<file path="config.mk">
export PLATFORM = sky130hd
export DESIGN_NAME = tdc_scan_sequencer
export DESIGN_NICKNAME = d
export VERILOG_FILES = /design/src/rtl/tdc_scan_sequencer.sv
export SDC_FILE = /design/constraint.sdc
export NUM_CORES = 1
export LEC_CHECK = 0
export BUFFER_PORTS_ARGS = -buffer_cell sky130_fd_sc_hd__buf_2
export CAP_MARGIN = 20
export CORE_MARGIN = 10
export CORE_UTILIZATION = 45
export CTS_CLUSTER_DIAMETER = 30
export DETAILED_ROUTE_END_ITERATION = 6
export PLACE_DENSITY = 0.75
export SYNTH_ARGS = -nofsm -noshare
export SYNTH_HDL_FRONTEND = slang
export SYNTH_SLANG_ARGS = --single-unit
</file>
<file path="constraint.sdc">
create_clock -name clk_i -period 1.9 [get_ports clk_i]
set_input_delay 0.095 -clock clk_i [delete_from_list [all_inputs] [get_ports clk_i]]
set_output_delay 0.095 -clock clk_i [all_outputs]
set_load 0.005 [all_outputs]
</file>
<file path="src/rtl/tdc_scan_sequencer.sv">
// rtl/tdc_scan_sequencer.sv - scans NCH timestatics channels: start, acquire, drain FIFO to a tagged stream
module tdc_scan_sequencer #(
    parameter int          NCH        = 4,
    parameter logic [7:0]  BASEAD     = 8'hC4,
    parameter int          ACQ_CYCLES = 1024,
    parameter int          MAXWORDS   = 32
) (
    input  logic            clk_i,
    input  logic            rst_ni,
    input  logic            go_i,
    input  logic            abort_i,
    output logic            busy_o,
    output logic            done_o,
    output logic [NCH-1:0]  ch_start_o,
    input  logic [NCH-1:0]  ch_empty_i,
    output logic [7:0]      address_o,
    output logic            read_o,
    input  logic [31:0]     data_in_i,
    output logic [31:0]     out_data_o,
    output logic [3:0]      out_ch_o,
    output logic            out_valid_o,
    input  logic            out_ready_i
);

    localparam int AW = (ACQ_CYCLES > 1) ? $clog2(ACQ_CYCLES) : 1;

    typedef enum logic [3:0] {
        S_IDLE,
        S_START,
        S_ACQ,
        S_RDADDR,
        S_RDHOLD,
        S_PUSH,
        S_GAP,
        S_NEXT,
        S_DONE
    } state_e;

    state_e          state_q, state_d;
    logic [3:0]      ch_q, ch_d;
    logic [6:0]      wcnt_q, wcnt_d;
    logic [AW-1:0]   acq_q, acq_d;
    logic [31:0]     out_data_q, out_data_d;
    logic [3:0]      out_ch_q, out_ch_d;

    logic [15:0]     empty_ext;
    logic [7:0]      chan_addr;

    assign empty_ext = 16'(ch_empty_i);
    assign chan_addr = BASEAD + {4'd0, ch_q};

    always_ff @(posedge clk_i or negedge rst_ni) begin
        if (!rst_ni) begin
            state_q    <= S_IDLE;
            ch_q       <= '0;
            wcnt_q     <= '0;
            acq_q      <= '0;
            out_data_q <= '0;
            out_ch_q   <= '0;
        end else begin
            state_q    <= state_d;
            ch_q       <= ch_d;
            wcnt_q     <= wcnt_d;
            acq_q      <= acq_d;
            out_data_q <= out_data_d;
            out_ch_q   <= out_ch_d;
        end
    end

    // All bus/handshake outputs decode from state so an async reset clears them at once.
    always_comb begin
        busy_o      = (state_q != S_IDLE);
        done_o      = (state_q == S_DONE);
        ch_start_o  = (state_q == S_START) ? NCH'(16'd1 << ch_q) : '0;
        read_o      = (state_q == S_RDADDR) || (state_q == S_RDHOLD);
        address_o   = ((state_q == S_RDADDR) || (state_q == S_RDHOLD) || (state_q == S_PUSH))
                      ? chan_addr : 8'd0;
        out_valid_o = (state_q == S_PUSH);
        out_data_o  = out_data_q;
        out_ch_o    = out_ch_q;
    end

    always_comb begin
        state_d    = state_q;
        ch_d       = ch_q;
        wcnt_d     = wcnt_q;
        acq_d      = acq_q;
        out_data_d = out_data_q;
        out_ch_d   = out_ch_q;

        case (state_q)
            S_IDLE: begin
                if (go_i && !abort_i) begin
                    ch_d    = '0;
                    state_d = S_START;
                end
            end
            S_START: begin
                acq_d   = AW'(ACQ_CYCLES - 1);
                state_d = S_ACQ;
            end
            S_ACQ: begin
                if (acq_q == '0) begin
                    state_d = S_RDADDR;
                end else begin
                    acq_d = acq_q - 1'b1;
                end
            end
            S_RDADDR: begin
                state_d = empty_ext[ch_q] ? S_NEXT : S_RDHOLD;
            end
            S_RDHOLD: begin
                out_data_d = data_in_i;
                out_ch_d   = ch_q;
                wcnt_d     = wcnt_q + 1'b1;
                state_d    = S_PUSH;
            end
            S_PUSH: begin
                if (out_ready_i) begin
                    state_d = (wcnt_q == 7'(MAXWORDS)) ? S_NEXT : S_GAP;
                end
            end
            // Idle bus cycle re-arms the channel's read block before the next word.
            S_GAP: begin
                state_d = S_RDADDR;
            end
            S_NEXT: begin
                wcnt_d = '0;
                if (ch_q == 4'(NCH - 1)) begin
                    state_d = S_DONE;
                end else begin
                    ch_d    = ch_q + 1'b1;
                    state_d = S_START;
                end
            end
            S_DONE: begin
                state_d = S_IDLE;
            end
            default: begin
                state_d = S_IDLE;
            end
        endcase

        if (abort_i && (state_q != S_IDLE)) begin
            state_d = S_IDLE;
            ch_d    = '0;
            wcnt_d  = '0;
        end
    end

endmodule

</file>
==> summary.md <==
| Metric | Value |
|---|---|
| Status | complete, no violations |
| Die area | between 10000 and 15000 sq um |
| Reg2reg start | state_q[2] |
| Final wirelength | between 7000 and 8000 microns |
| Critical Path RT | ~1.8 ns |
| Initial core utilization | around 47% |
| #FFs+latches synth | 61 |
| Number of DRC markers in iteration 0 | 75 |
| Finish-stage setup viols | 0 |
| CP max stage cell | dfrtp_2 |
| Startpoint Class | register |
| Post-synth EDFFs | 0 |
| Pin count of the biggest net entering global routing | 33 |
| TritonCTS buffer count | 9 |
| Post-Syn Area | between 2000 and 3000 sq um |
| DRT antenna net count | 0 |
| CP Capture Type | primary output |
| Nets | 448 |
| # IOs | 93 |
| Total Power | ~0.004 W |
| Hold Crit Depth | 2 |
| Clock skew | approximately 0.011 ns |
| Yosys top cell by area | dfrtp_1 |
| Worst skew pair latency | around 0.34 ns |
| Capturing point of the worst reg2reg path | state_q[2] |
| Peak supply drop | 740 uV |
| Mean area per synthesized cell | between 10 and 15 sq um |
| Antenna violations before repair | 0 |
| Share of layout cells above drive strength 1 | a little under half |
| Placed Cells | ~420 |
| Non-Filler Instances | about 480 |
| Path type of the worst setup path | register to primary output |
| Max Clk Rate | 545 MHz |
| Gr usage total | 15.1% |
| Final hold viol count | 0 |
| R2R depth | 6 |
| Period minus WS final | 1.83 ns |
| Vias per cell | approximately 5.2 |
| Die Span Y | between 100 and 150 microns |
| Synth Instances | approximately 250 |
| Critical-path cell list | buf_4 > nor3b_2 > nor2b_2 > nand2_1 > nor3b_1 > buf_2 |
| Max Cap Viol | 0 |
| Worst path max stage delay | approximately 0.42 ns |
| Most frequent cell after synthesis | dfrtp_1 |
| Worst path arrival time | between 1.5 and 2 ns |
| Synth area leaders | dfrtp_1 52%, mux2_2 14%, ha_1 2.5%, nor2_1 1.8%, a21oi_1 1.7% |
| Rows | 29 |
| Pwr Density | 952 nW/um^2 |
| HP Start | data_in_i[14] |
| Slew Limit Fails | 0 |
| Max-slew headroom | between 50% and 60% |
| Synthesized Nets | 301 |
| DR pass1 iterations | 4 |
| Async SR Flop Fraction | between 90% and 100% |
| Commonest cells post-synth | 61 x dfrtp_1, 36 x mux2_2, 14 x nor2_1 |
| Final period util | approximately 97% |
| P&R area growth vs syn | 43.6% |
| CTS max path bufs | 2 |
| YS warnings | 0 |
| Fillers | slightly below 500 |
| Die X | between 100 and 150 microns |
| R2R Setup Slk | about 0.090 ns |
| Worst-path maximum fanout | 4 |
| WP buf/inv | 2 |
| Vias in the first global route | approximately 2600 |
| Clk slew on worst S/H paths | 0.07 ns |
| Post-synth top area share | between 50% and 60% |
| Diodes inserted | 0 |
| Register area share after synthesis | 51.7% |
| Hold Path End | out_data_o[14] |
| Synth unique cells | 55 |
| Hold WC Path Type | primary input to register |
| CTS tree | done |
| Routed WL per cell | 16.0 microns |
| Routed vias | around 2500 |
| H-tree depth | 3 |
| # clock sinks | 61 |
| Lkg Pwr | about 2.1 nW |
| Post-synth top flop | dfrtp_1 |
| Total gr overflow | 0 |
| Placeable Area | around 6300 sq um |
| PortBufs | between 90 and 100 |
| First-pass GRT wire length | between 10000 and 15000 microns |
| Unrepaired setup endpoints after global routing | yes |
| Drt drc | 0 |
| GPL Wtd Cong | roughly 0.8 |
| Delay-heaviest family, CP | simple AND/OR/NAND/NOR gates |
| Worst-Margin Slew | ~0.74 ns |
| CTS root buf | clkbuf_8 |
| DP Wirelength | approximately 5400 microns |
==> layout by cell type, fill, tap and decap left out, drive strengths merged, types with 4 or more instances in the layout <==
cell type	n
a21oi	10
buf	118
clkbuf	11
dfrtp	61
dlygate4sd3	32
ha	6
inv	10
mux2	36
nand2	8
nand2b	5
nand3	4
nand4	6
nor2	14
nor2b	5
nor3	9
nor4b	4
o21ai	9
or3	4
or4	4
xor2	5
==> worst max path at each step <==
stage	from	cells past startpoint	end	slack, ns
finish	state_q[2]	6	ch_start_o[1]	0.07
global route	state_q[2]	6	ch_start_o[1]	-0.04
CTS	state_q[1]	5	address_o[3]	0.01
detailed placement	acq_q[7]	5	acq_q[4]	0.06
global placement	state_q[2]	3	out_ch_o[1]	0.11
floorplan	acq_q[7]	5	acq_q[2]	0.10
==> repair_timing <==
item                                   4_1_cts  5_1_grt
endpoints found under the hold margin       60        2
gates resized for setup                      7       11
setup endpoints to repair                   11       21
buffers inserted                             8        6
pin swaps                                    1        6
hold buffers                                30        2
==> flip-flops by register name (all words and copies together), names as in the netlist <==
name and count:
state_q 4, ch_q 4, out_data_o 32, acq_q 10
wcnt_q 7, out_ch_o 4
==> power by group <==
group          internal (W)  leakage (nW)  switching, W  total (W)
Sequential          0.00161         0.777      0.000167    0.00178
Combinational      0.000635          1.21      0.000455    0.00109
Clock              0.000644        0.0995      0.000528    0.00117
==> cells by family (layout without fill, tap and decap cells) <==
logic type                 count (synthesis)  after routing  synth area share [%]
AOI/OAI and AO/OA                         35             35                  7.67
DFF                                       61             61                  51.7
and+or+nand+nor                           82             82                  17.3
buffers and inverters                     24            176                  3.77
xor gates and xnor gates                   6              6                  1.78
other                                      1              1                 0.127
adders and majority gates                  6              6                  2.54
muxes                                     39             39                  15.2
==> per-stage QoR <==
stage          hold WS [ns]  TNS (ns)  cell area [sq um]  setup slack [ns]  utilization [%]
5_1_grt             0.00819   -0.0736               4240           -0.0413             66.8
3_3_place_gp          0.192         0               3540             0.109             55.8
2_1_floorplan        -0.201         0               2950             0.104                -
4_1_cts            0.000807         0               4120            0.0131             64.8
6_report             0.0143         0               4240            0.0661             66.8
3_5_place_dp          0.204         0               3540            0.0620             55.8
==> metal layers <==
metal | up-vias | track usage [%] | part of all wire, %
li1 | 1217 | - | -
met2 | 81 | 25.5 | 50
met5 | - | 0 | 0
met3 | 14 | 5.90 | 7.6
met4 | 0 | 5.47 | 1.7
met1 | 1203 | 16.8 | 41
==> cell type report <==
| type | count | area (sq um) | share of cell area (%) |
|---|---|---|---|
| Clock buffer | 11 | 141 | 3.33 |
| Clock inverter | 5 | 60.1 | 1.42 |
| Sequential cell | 61 | 1530 | 36.1 |
| Inverter | 10 | 37.5 | 0.885 |
| Timing Repair Buffer | 150 | 991 | 23.4 |
| Multi-Input combinational cell | 169 | 1380 | 32.6 |
| Tap cell | 77 | 96.3 | 2.27 |
No activity file was read; power rests on OpenSTA's default activity.
